[src/rtl/dac_sequencer_pkg.sv]
// Shared types and sizing constants for the DAC power/calibration sequencer.
// Holds the FSM state encoding and the segmented DAC geometry.
package dac_sequencer_pkg;

  typedef enum logic [1:0] {
    ST_OFF   = 2'd0,
    ST_PWRUP = 2'd1,
    ST_CAL   = 2'd2,
    ST_RUN   = 2'd3
  } state_t;

  localparam int N_THERM    = 17;
  localparam int N_BIN      = 7;
  localparam int FULL_SCALE = 1151;
  localparam int ATB_LINES  = 10;
  localparam int CODE_W     = 11;
  localparam int CNT_W      = 16;

endpackage

[src/rtl/dac_segment_encoder.sv]
// Combinational clamp and split of an 11-bit code into 17 thermometer units
// (64 LSB each) plus a 7-bit binary drive with a redundant bit0 slot.
module dac_segment_encoder
  import dac_sequencer_pkg::*;
(
  input  logic [CODE_W-1:0]  code,
  output logic [N_THERM-1:0] therm,
  output logic [N_BIN-1:0]   bin
);

  function automatic logic [CODE_W-1:0] sat_code(input logic [CODE_W-1:0] c);
    return (c > CODE_W'(FULL_SCALE)) ? CODE_W'(FULL_SCALE) : c;
  endfunction

  logic [CODE_W-1:0] code_sat;
  logic [4:0]        t_units;

  always_comb begin
    code_sat = sat_code(code);
    t_units  = code_sat[10:6];
    therm    = '0;
    for (int i = 0; i < N_THERM; i++) begin
      therm[i] = (5'(i) < t_units);
    end
    // bit0_red (slot 1) is never driven; bits 1..5 sit in slots 2..6
    bin = {code_sat[5:1], 1'b0, code_sat[0]};
  end

endmodule

[src/rtl/dac_sequencer.sv]
// DAC sequencer: power-up settle, calibration and run FSM, registered code
// drive with true/complement outputs, and break-before-make ATB selection.
module dac_sequencer
  import dac_sequencer_pkg::*;
#(
  parameter int SETTLE_CYC = 256,
  parameter int CAL_CYC    = 64
)(
  input  logic                 clkin,
  input  logic                 rst,
  input  logic                 enable,
  input  logic                 cal_req,
  input  logic                 code_valid,
  input  logic [CODE_W-1:0]    code_in,
  output logic                 code_ready,
  input  logic                 atb_en,
  input  logic [3:0]           atb_sel,
  output logic                 pdb,
  output logic                 dataical,
  output logic [N_THERM-1:0]   dataintherm,
  output logic [N_THERM-1:0]   datainthermb,
  output logic [N_BIN-1:0]     datainbin,
  output logic [N_BIN-1:0]     datainbinb,
  output logic [ATB_LINES-1:0] atb_ena,
  output logic [1:0]           state
);

  localparam logic [CNT_W-1:0] SETTLE_LAST = CNT_W'(SETTLE_CYC - 1);
  localparam logic [CNT_W-1:0] CAL_LAST    = CNT_W'(CAL_CYC - 1);

  state_t             state_q;
  state_t             state_nxt;
  logic [CNT_W-1:0]   cnt_q;
  logic               accept;
  logic [N_THERM-1:0] enc_therm;
  logic [N_BIN-1:0]   enc_bin;
  logic [N_THERM-1:0] therm_p0;
  logic [N_BIN-1:0]   bin_p0;
  logic [ATB_LINES-1:0] atb_tgt;
  logic [ATB_LINES-1:0] atb_prev_q;
  logic [ATB_LINES-1:0] atb_ena_q;

  always_ff @(posedge clkin) begin
    if (rst) state_q <= ST_OFF;
    else     state_q <= state_nxt;
  end

  always_comb begin
    state_nxt = state_q;
    if (!enable) begin
      state_nxt = ST_OFF;
    end else begin
      case (state_q)
        ST_OFF:   state_nxt = ST_PWRUP;
        ST_PWRUP: if (cnt_q == SETTLE_LAST) state_nxt = ST_CAL;
        ST_CAL:   if (cnt_q == CAL_LAST)    state_nxt = ST_RUN;
        ST_RUN:   if (cal_req)              state_nxt = ST_CAL;
        default:  state_nxt = ST_OFF;
      endcase
    end
  end

  always_comb begin
    pdb        = (state_q != ST_OFF);
    dataical   = (state_q == ST_CAL);
    code_ready = (state_q == ST_RUN);
  end

  assign state = state_q;

  // Shared dwell counter: zero on every state entry, counts in PWRUP/CAL
  always_ff @(posedge clkin) begin
    if (rst || (state_nxt != state_q))
      cnt_q <= '0;
    else if ((state_q == ST_PWRUP) || (state_q == ST_CAL))
      cnt_q <= cnt_q + 1'b1;
  end

  assign accept = code_valid && code_ready && !cal_req;

  dac_segment_encoder u_enc (
    .code  (code_in),
    .therm (enc_therm),
    .bin   (enc_bin)
  );

  // Stage p0: drive register, forced to code 0 whenever the next state is not RUN
  always_ff @(posedge clkin) begin
    if (rst || (state_nxt != ST_RUN)) begin
      therm_p0 <= '0;
      bin_p0   <= '0;
    end else if (accept) begin
      therm_p0 <= enc_therm;
      bin_p0   <= enc_bin;
    end
  end

  assign dataintherm  = therm_p0;
  assign datainthermb = ~therm_p0;
  assign datainbin    = bin_p0;
  assign datainbinb   = ~bin_p0;

  always_comb begin
    atb_tgt = '0;
    if (atb_en && (atb_sel <= 4'(ATB_LINES - 1)))
      atb_tgt = ATB_LINES'(1) << atb_sel;
  end

  // A new target first opens all switches for one cycle, then closes the new line
  always_ff @(posedge clkin) begin
    if (rst) begin
      atb_prev_q <= '0;
      atb_ena_q  <= '0;
    end else if (atb_tgt != atb_prev_q) begin
      atb_prev_q <= atb_tgt;
      atb_ena_q  <= '0;
    end else begin
      atb_ena_q  <= atb_tgt;
    end
  end

  assign atb_ena = atb_ena_q;

endmodule
[config.mk]
export PLATFORM = sky130hd
export DESIGN_NAME = dac_sequencer
export DESIGN_NICKNAME = d
export VERILOG_FILES = /design/src/rtl/dac_sequencer_pkg.sv /design/src/rtl/dac_segment_encoder.sv /design/src/rtl/dac_sequencer.sv
export SDC_FILE = /design/constraint.sdc
export NUM_CORES = 1
export LEC_CHECK = 0
export ABC_AREA = 1
export BUFFER_PORTS_ARGS = -buffer_cell sky130_fd_sc_hd__buf_2
export CORE_MARGIN = 2
export CORE_UTILIZATION = 45
export CTS_BUF_LIST = sky130_fd_sc_hd__clkbuf_8
export DETAILED_ROUTE_END_ITERATION = 12
export PLACE_DENSITY = 0.7
export SLEW_MARGIN = 20
export SYNTH_ARGS = -nofsm -noshare
export SYNTH_HDL_FRONTEND = slang
export SYNTH_HIERARCHICAL = 1
export SYNTH_SLANG_ARGS = --single-unit
[constraint.sdc]
create_clock -name clkin -period 2.3 [get_ports clkin]
set_clock_uncertainty 0.2 [all_clocks]
set_input_delay 0.115 -clock clkin [delete_from_list [all_inputs] [get_ports clkin]]
set_output_delay 0.115 -clock clkin [all_outputs]
set_load 0.02 [all_outputs]
==> qor.yml <==
outcome: "complete, no violations"
timing.rr.start: "state[1]"
crit_fanout: 5
insertion_delay_ns: 0.34
port_buffers: 83
cts.sinks: 62
maxCapViolCount: 0
overflow: 0
stdcell_area_um2: 3900
multi_input_area_um2: 1450
postPlaceCellArea_um2: 3550
min-delay-path-class: "primary input to register"
hp-start: "code_in[2]"
required_ns: 2.31
gp_congestion: 0.834
ant_nets: 0
first_pass_iters: 4
grt_pass1_vias: 2433
path_clk_slew_ns: 0.07
numCtsBuffers: 9
antenna_found_initial: 0
min_to: "datainbin[3]"
placementRows: 30
avgSynthCellArea_um2: 7.43
fmax_ghz: 0.458
drc_errors: 0
synth_cell_types: 27
layout.cells.most_common_list: "inv_1 (88), buf_2 (83), nor2_1 (72)"
async_flop_share: 0
hold_ws_ns: 0.00533
dieWidth_um: 86.5
area_growth_pct: 27.5
synth-seq-area-share: 0.406
htreeDepth: 3
p_leak_nw: 1.80
yosysWarnings: 6
via_per_inst: 4.48
drt_iter0_markers: 35
dp_hpwl_um: 4400
drt_wl_total_um: 6040
grt_pass1_wl_um: 10100
cp.arrival_ns: 2.20
cts_root_buf: "clkbuf_8"
nNetsFinal: 540
reg2reg_setup_slack_ns: 0.12
insertedDiodeCount: 0
synth_enable_flop_cells: 0
reg2regPathDepth: 11
setup_viol: 0
synthFlopType: "dfxtp_1"
ctsLongestPathBuffers: 2
syn-cell-area_um2: 3060
ys_seq_elements: 62
worstSetupEndpointType: "register"
mostFrequentLayoutCell: "inv_1"
fin_ws_ns: 0.117
die-area_um2: 7480
finalHoldViolCount: 0
min_path_cells: 6
slew_violations: 0
fill_cells: 654
grt_max_degree: 25
crit_type: "register to register"
drive_gt1_frac: 0.315
dieHeight_um: 86.5
dp_worst_setup_slack_ns: 0.137
avgRoutedWirePerCell_um: 10.1
rsz0062_at_grt: "false"
r2r-end: "cnt_q[15]"
initial_core_util: 0.458
io_pins: 84
worstSetupStartpointType: "register"
cts_tree: "done"
seq_area_um2: 1240
synthCells: 412
power.density_nw_per_um2: 586
grt_usage: 0.170
synth_nets: 440
min_period_ns: 2.18
timing.final.crit_share: 0.949
vias: 2675
finalSetupTns_ns: 0
ir_worst_vdd_v: 0.000491
core_um2: 6680
[metrics by stage]
step                      power, mW   util  instances
after floorplan                1.20      -        412
after global placement         1.24  0.532        570
after detailed placement       1.24  0.532        570
after CTS                      2.31  0.581        597
after global routing           2.39  0.584        597
final                          2.29  0.584        597
[cells by family (layout without fill, tap and decap cells)]
logic type / after synthesis / count (layout) / share of synthesized area
flip-flops: 62 / 62 / 0.406
XOR/XNOR: 20 / 20 / 0.0572
adder cells (fa/ha/maj): 7 / 7 / 0.0286
buffers and inverters: 99 / 204 / 0.127
other: 1 / 1 / 0.00123
multiplexers: 25 / 25 / 0.0916
AND/OR/NAND/NOR: 190 / 190 / 0.276
AO/OA/AOI/OAI: 8 / 8 / 0.0135
[power breakdown]
group	total [mW]	switching, mW	internal (mW)
combinational	0.150	0.0943	0.0553
sequential	1.08	0.00238	1.08
clock	1.06	0.421	0.635
[sequential cells by signal, indices dropped and copies added (netlist names)]
| name | flops |
|---|---|
| atb_ena | 10 |
| dataintherm | 17 |
| cnt_q | 16 |
| datainbin | 7 |
| atb_prev_q | 10 |
| state | 2 |
[synthesized netlist by cell type (all sizes together) (2+ instances only)]
| master | count | area (um^2) |
|---|---|---|
| nor3 | 3 | 20.0 |
| a21oi | 5 | 25.0 |
| clkbuf | 2 | 7.51 |
| or2 | 4 | 25.0 |
| nand2 | 68 | 275 |
| nor2 | 90 | 378 |
| inv | 91 | 342 |
| mux2 | 24 | 270 |
| nand3 | 21 | 120 |
| o21ai | 2 | 10.0 |
| nand4 | 4 | 25.0 |
| ha | 7 | 87.6 |
| dfxtp | 62 | 1240 |
| xor2 | 11 | 96.3 |
| xnor2 | 9 | 78.8 |
| buf | 6 | 38.8 |
[worst max-delay path: stages, from the launching register on]
cell and delay [ns]:
dfxtp_1 0.39, inv_1 0.08, ha_2 0.38, nand2_1 0.08, nor2_2 0.14, nand3_2 0.11
nor2_2 0.16, nand2_2 0.10, nor2_2 0.12, nand4_1 0.11, xor2_1 0.15, nor2_1 0.06
[how the worst max path moves through the flow]
stage	startpoint	end	slack (ns)
3_5_place_dp	state[1]	cnt_q[15]	0.14
6_report	state[1]	cnt_q[15]	0.12
4_1_cts	state[1]	cnt_q[15]	0.1
3_3_place_gp	state[1]	cnt_q[15]	0.20
5_1_grt	cnt_q[0]	cnt_q[0]	0.002
2_1_floorplan	state[0]	cnt_q[15]	0.04
[metal layers]
| layer | track usage | share of wire | up-vias |
|---|---|---|---|
| li1 | - | - | 1417 |
| met1 | 0.193 | 0.45 | 1182 |
| met2 | 0.304 | 0.48 | 67 |
| met3 | 0.0352 | 0.051 | 9 |
| met4 | 0.0767 | 0.015 | 0 |
| met5 | 0 | 0 | - |
[layout make-up]
type	instances	share of cell area
Timing Repair Buffer	97	0.140
Sequential cell	62	0.318
Inverter	91	0.0875
Clock buffer	10	0.0353
Tap cell	80	0.0256
Clock inverter	6	0.0218
Multi-Input combinational cell	251	0.371
[repair_timing]
action | 4_1_cts | 5_1_grt
gates resized for setup | 0 | 5
hold buffers | 11 | 0
hold endpoints to repair | 21 | 0
setup endpoints to repair | 0 | 28
buffers inserted | 0 | 0
Power figures use the tool's default switching activity.
